[src/rtl/uart_rx.sv]
`default_nettype none
// ============================================================================
//  Module   : uart_rx
//  Purpose  : 8N1 UART receiver with a 2-flop input synchronizer, a 3-sample
//             majority vote around mid-bit, a framing-error strobe and a
//             break-absorbing wait state.
//  Revision : 1.0  initial release
// ============================================================================
module uart_rx #(
  parameter int CLKS_PER_BIT = 104
) (
  input  logic       clk,
  input  logic       rst,
  input  logic       rx,
  output logic [7:0] rx_byte,
  output logic       received,
  output logic       frame_err,
  output logic       busy
);

  // Bit-timer landmarks. The vote takes line values at MID-1 and MID and
  // the live line value at MID+1, where the decision is made.
  localparam logic [15:0] LAST   = 16'(CLKS_PER_BIT - 1);
  localparam logic [15:0] MID    = 16'(CLKS_PER_BIT / 2);
  localparam logic [15:0] MID_M1 = 16'(CLKS_PER_BIT / 2 - 1);
  localparam logic [15:0] MID_P1 = 16'(CLKS_PER_BIT / 2 + 1);

  typedef enum logic [2:0] {
    IDLE      = 3'd0,
    START     = 3'd1,
    DATA      = 3'd2,
    STOP      = 3'd3,
    WAIT_IDLE = 3'd4
  } state_t;

  state_t      state;
  state_t      state_next;
  logic        sync1;
  logic        sync2;
  logic        line;
  logic [15:0] timer;
  logic [2:0]  bit_cnt;
  logic [7:0]  shreg;
  logic        samp_a;
  logic        samp_b;
  logic        vote;
  logic        decide;
  logic        wrap;

  assign line   = sync2;
  assign decide = (timer == MID_P1);
  assign wrap   = (timer == LAST);
  assign vote   = (samp_a & samp_b) | (samp_a & line) | (samp_b & line);
  assign busy   = (state != IDLE);

  // Two-flop synchronizer; both flops idle high so reset never looks like a start bit.
  always_ff @(posedge clk) begin
    if (rst) begin
      sync1 <= 1'b1;
      sync2 <= 1'b1;
    end else begin
      sync1 <= rx;
      sync2 <= sync1;
    end
  end

  // State register.
  always_ff @(posedge clk) begin
    if (rst) begin
      state <= IDLE;
    end else begin
      state <= state_next;
    end
  end

  // Next-state logic.
  always_comb begin
    state_next = state;
    case (state)
      IDLE: begin
        if (!line) begin
          state_next = START;
        end
      end
      START: begin
        if (decide && vote) begin
          state_next = IDLE;
        end else if (wrap) begin
          state_next = DATA;
        end
      end
      DATA: begin
        if (wrap && (bit_cnt == 3'd7)) begin
          state_next = STOP;
        end
      end
      STOP: begin
        if (decide) begin
          state_next = vote ? IDLE : WAIT_IDLE;
        end
      end
      WAIT_IDLE: begin
        if (line) begin
          state_next = IDLE;
        end
      end
      default: state_next = IDLE;
    endcase
  end

  // Bit timer. The IDLE cycle that spots the low line is already one clock
  // into the start bit, so START begins at 1 to keep samples centred.
  always_ff @(posedge clk) begin
    if (rst) begin
      timer <= 16'd0;
    end else begin
      case (state)
        IDLE:              timer <= line ? 16'd0 : 16'd1;
        START, DATA, STOP: timer <= wrap ? 16'd0 : timer + 16'd1;
        default:           timer <= 16'd0;
      endcase
    end
  end

  // Bit counter: cleared on start detection, advanced at each data-bit wrap.
  always_ff @(posedge clk) begin
    if (rst) begin
      bit_cnt <= 3'd0;
    end else if ((state == IDLE) && !line) begin
      bit_cnt <= 3'd0;
    end else if ((state == DATA) && wrap) begin
      bit_cnt <= bit_cnt + 3'd1;
    end
  end

  // Capture the two early vote samples of every bit.
  always_ff @(posedge clk) begin
    if (rst) begin
      samp_a <= 1'b1;
      samp_b <= 1'b1;
    end else begin
      if (timer == MID_M1) begin
        samp_a <= line;
      end
      if (timer == MID) begin
        samp_b <= line;
      end
    end
  end

  // Shift register: data bits arrive LSB first, so shift in from the top.
  always_ff @(posedge clk) begin
    if (rst) begin
      shreg <= 8'h00;
    end else if ((state == DATA) && decide) begin
      shreg <= {vote, shreg[7:1]};
    end
  end

  // Output byte and strobes, all decided at the stop-bit vote.
  always_ff @(posedge clk) begin
    if (rst) begin
      rx_byte   <= 8'h00;
      received  <= 1'b0;
      frame_err <= 1'b0;
    end else begin
      received  <= 1'b0;
      frame_err <= 1'b0;
      if ((state == STOP) && decide) begin
        if (vote) begin
          rx_byte  <= shreg;
          received <= 1'b1;
        end else begin
          frame_err <= 1'b1;
        end
      end
    end
  end

endmodule
`default_nettype wire

[config.mk]
export PLATFORM = sky130hd
export DESIGN_NAME = uart_rx
export DESIGN_NICKNAME = d
export VERILOG_FILES = /design/src/rtl/uart_rx.sv
export SDC_FILE = /design/constraint.sdc
export NUM_CORES = 1
export LEC_CHECK = 0
export ABC_AREA = 0
export BUFFER_PORTS_ARGS = -buffer_cell sky130_fd_sc_hd__buf_2
export CAP_MARGIN = 20
export CORE_AREA = 4 4 66 68
export CTS_CLUSTER_DIAMETER = 120
export DETAILED_ROUTE_END_ITERATION = 8
export DIE_AREA = 0 0 70 72
export PLACE_DENSITY_LB_ADDON = 0.3
export SLEW_MARGIN = 10
export SYNTH_ARGS = -nofsm -noshare
export SYNTH_HDL_FRONTEND = slang
export SYNTH_SLANG_ARGS = --single-unit
[constraint.sdc]
create_clock -name clk -period 1.7 [get_ports clk]
set_clock_uncertainty 0.15 [all_clocks]
set_input_delay 0.085 -clock clk [delete_from_list [all_inputs] [get_ports clk]]
set_output_delay 0.085 -clock clk [all_outputs]
set_load 0.05 [all_outputs]
==> results by group <==
Outcome
  • Status: finished with violations
  • Failing checks: negative setup slack

Floorplan
  • Die area: 5040 sq um
  • Row Count: 23
  • IO Count: 14
  • Core area: 3860 sq um
  • Die Ht: 72 um
  • Starting Density: 51.1%
  • Die width: 70 um

Setup path
  • Max stage delay on crit path: 0.38 ns
  • Critical path depth: 8
  • Crit-path leading delay family: compound AO/OA/AOI/OAI gates
  • Worst EP arrival: 1.99 ns
  • CP Buf/Inv Count: 2
  • Crit-path cells: buf_6 -> ha_4 -> and4_4 -> nand4_1 -> buf_4 -> a211oi_4 -> nor2_2 -> a32o_1
  • Reg2Reg Setup Slack: -0.24 ns
  • Worst reg2reg path depth: 8
  • Worst reg2reg path startpoint: timer[0]
  • Worst-path cell with the longest stage delay: dfxtp_4
  • Req. time, crit path: 1.76 ns
  • CP endpoint kind: flip-flop
  • WS Path Type: flip-flop to flip-flop
  • Capture point of the worst reg-to-reg path: state[0]
  • Startpoint types: flip-flop
  • Critical Path Fanout Max: 3

CTS
  • Later-pin clock latency in the skew report: 0.31 ns
  • Clock Path Buffers: 2
  • Htree depth: 2
  • CTS Buf Count: 5
  • Clk slew on worst S/H paths: 0.09 ns
  • Clk root buf: clkbuf_8
  • CTS sink cnt: 44
  • TritonCTS clock tree: done

Drt
  • First DRT Iteration DRCs: 101
  • DR WL/cell: 15.1 um
  • DRT antenna net count: 0
  • Drt total wl: 5010 um
  • First-pass DRT Iterations: 4
  • Drc violations: 0
  • Vias per cell: 5.28
  • Vias: 1,748

Hold path
  • WHS Path Cells: 4
  • Hold Path Class: input port to flip-flop
  • Hold EP: timer[1]
  • Hold path start: rst

Logic synthesis
  • Syn Area/Cell: 9.30 sq um
  • YS warnings: 0
  • Cell Area, Synth: 1970 sq um
  • Mapped Cells: 212
  • Post-synth top area share: 44.7%
  • Seq/Total Area, Yosys: 44.7%
  • Post-synth ARST share: 0%
  • Distinct cells, synth: 43
  • Register bit total from synthesis: 44
  • Number of synthesized flops with an enable pin: 0
  • Net Count, Synth: 220
  • Top cells by area, synth: dfxtp_1 (45%), mux2i_1 (9.1%), nor2_1 (8.2%), xnor2_1 (3.6%), xor2_1 (3.6%)
  • Top FF cell, synth: dfxtp_1
  • Yosys top cell by area: dfxtp_1

STA
  • Clock period minus worst slack: 1.94 ns
  • Final setup viols: 39
  • Peak Freq: 0.517 GHz
  • Period utilisation layout: 114%
  • Rel. slew slack: 69.0%
  • Final hold viol count: 0
  • Slew Viols, Final: 0
  • Setup ws final: -0.235 ns
  • Worst Max-Slew Pin Slew: 0.465 ns
  • RSZ-0062 raised after global routing: true

Global route
  • Largest net degree at the start of global routing: 25
  • Antenna violations before repair: 0
  • First-pass GRT wire length: 7620 um
  • Grt total ovfl: 0
  • Vias in the first global route: 1,725
  • Total track usage: 18.7%

Finish
  • Nets: 288
  • Most frequent cells in the layout: buf_4 (45), nor2_1 (41), dfxtp_1 (36), mux2i_1 (17), buf_2 (13)
  • Most common cell after layout, fill and taps aside: buf_4
  • Final cell count without fillers: 331
  • Layout cell share with drive strength beyond 1: 42.3%
  • N_diodes: 0
  • Synthesis-to-layout area growth: 44.1%

Power and ir drop
  • Pwr Total: 2.32 mW
  • Leak: 1.12 nW
  • Maximum vdd ir drop: 0.647 mV
  • Power density cells: 816 nW/um^2

Placed design
  • Post-DP HPWL: 2900 um
  • PortBufs: 13
  • Post-Place Cells: 312
  • RD Place Congestion: 0.849

Flow run
  • Maxcap violations: 0
-- flip-flops by register name (all words and copies together), names as in the netlist --
register,flops
state,3
shreg,8
samp_a,1
rx_byte,8
timer,16
samp_b,1
line,1
sync1,1
frame_err,1
received,1
bit_cnt,3
-- per-stage QoR --
stage | hold WS (ns) | setup TNS (ns) | worst slack, ns | area (sq um) | util (%)
detailed placement | 0.121 | -4.81 | -0.236 | 2450 | 63.6
global route | 0.0829 | -9.04 | -0.315 | 2840 | 73.6
finish | 0.0944 | -6.17 | -0.235 | 2840 | 73.6
global placement | 0.117 | -4.02 | -0.214 | 2450 | 63.6
CTS | 0.0848 | -5.19 | -0.230 | 2710 | 70.1
floorplan | 0.0388 | -2.03 | -0.122 | 2010 | -
-- layer usage --
metal  GRT usage, %  vias up  wire (um)
li1               -      861          -
met1           23.1      826       2240
met2           31.3       51       2410
met3           5.40       10        264
met4           6.81        0         91
met5              0        -          0
-- worst reg2reg max path, cell delays in order, from the launching register on --
cell and delay, ns:
dfxtp_4 0.38, buf_6 0.10, ha_4 0.12, and4_4 0.21
nand4_1 0.12, buf_4 0.18, a211oi_4 0.24, nor2_2 0.07
a32o_1 0.27
-- worst max-delay path by stage --
stage,start,to,slack (ns)
3_3_place_gp,timer[12],rx_byte[6],-0.21
6_report,timer[0],state[0],-0.24
4_1_cts,timer[1],rx_byte[7],-0.23
2_1_floorplan,timer[13],shreg[5],-0.12
3_5_place_dp,timer[12],rx_byte[7],-0.24
5_1_grt,timer[13],rx_byte[1],-0.32
-- repair_timing --
item,4_1_cts,5_1_grt
gates cloned,0,1
buffers inserted,4,6
hold buffers,1,0
endpoints found under the setup margin,36,42
pin swaps,10,16
hold endpoints to repair,1,0
gates resized for setup,22,24
-- synthesized netlist by cell type (2+ instances only) --
library cell,n
dfxtp_1,44
or2_2,2
inv_1,8
a21oi_1,2
o311ai_0,2
nand4_1,4
nor3_1,6
nand3_1,6
buf_2,5
xor2_1,8
xnor2_1,8
mux2i_1,18
ha_1,5
nor2_1,43
and3_1,2
clkbuf_1,4
o21ai_0,4
nor4_1,3
nand2b_1,5
nand2_1,10
-- area by class of cell --
type                    count  area [sq um]
multi-input cells         151          1180
fillers                   263          1020
flip-flops and latches     44           893
repair buffers             70           554
clock buffers               6          82.6
well taps                  50          62.6
clock inverters             2          38.8
inverters                   8          30.0
-- where the power goes --
group | total [mW] | switching, mW | internal (mW)
combinational | 0.391 | 0.207 | 0.184
sequential | 1.06 | 0.0146 | 1.05
clock | 0.861 | 0.381 | 0.481
total | 2.32 | 0.602 | 1.71
-- logic make-up after synthesis --
| group | share of synthesized area [%] |
|---|---|
| and+or+nand+nor | 26.0 |
| DFF | 44.7 |
| muxes | 9.14 |
| buffers and inverters | 3.56 |
| AOI/OAI and AO/OA | 5.78 |
| xor gates and xnor gates | 7.11 |
| adders and majority gates | 3.68 |
Note: power is estimated with default switching activity, not from simulation.
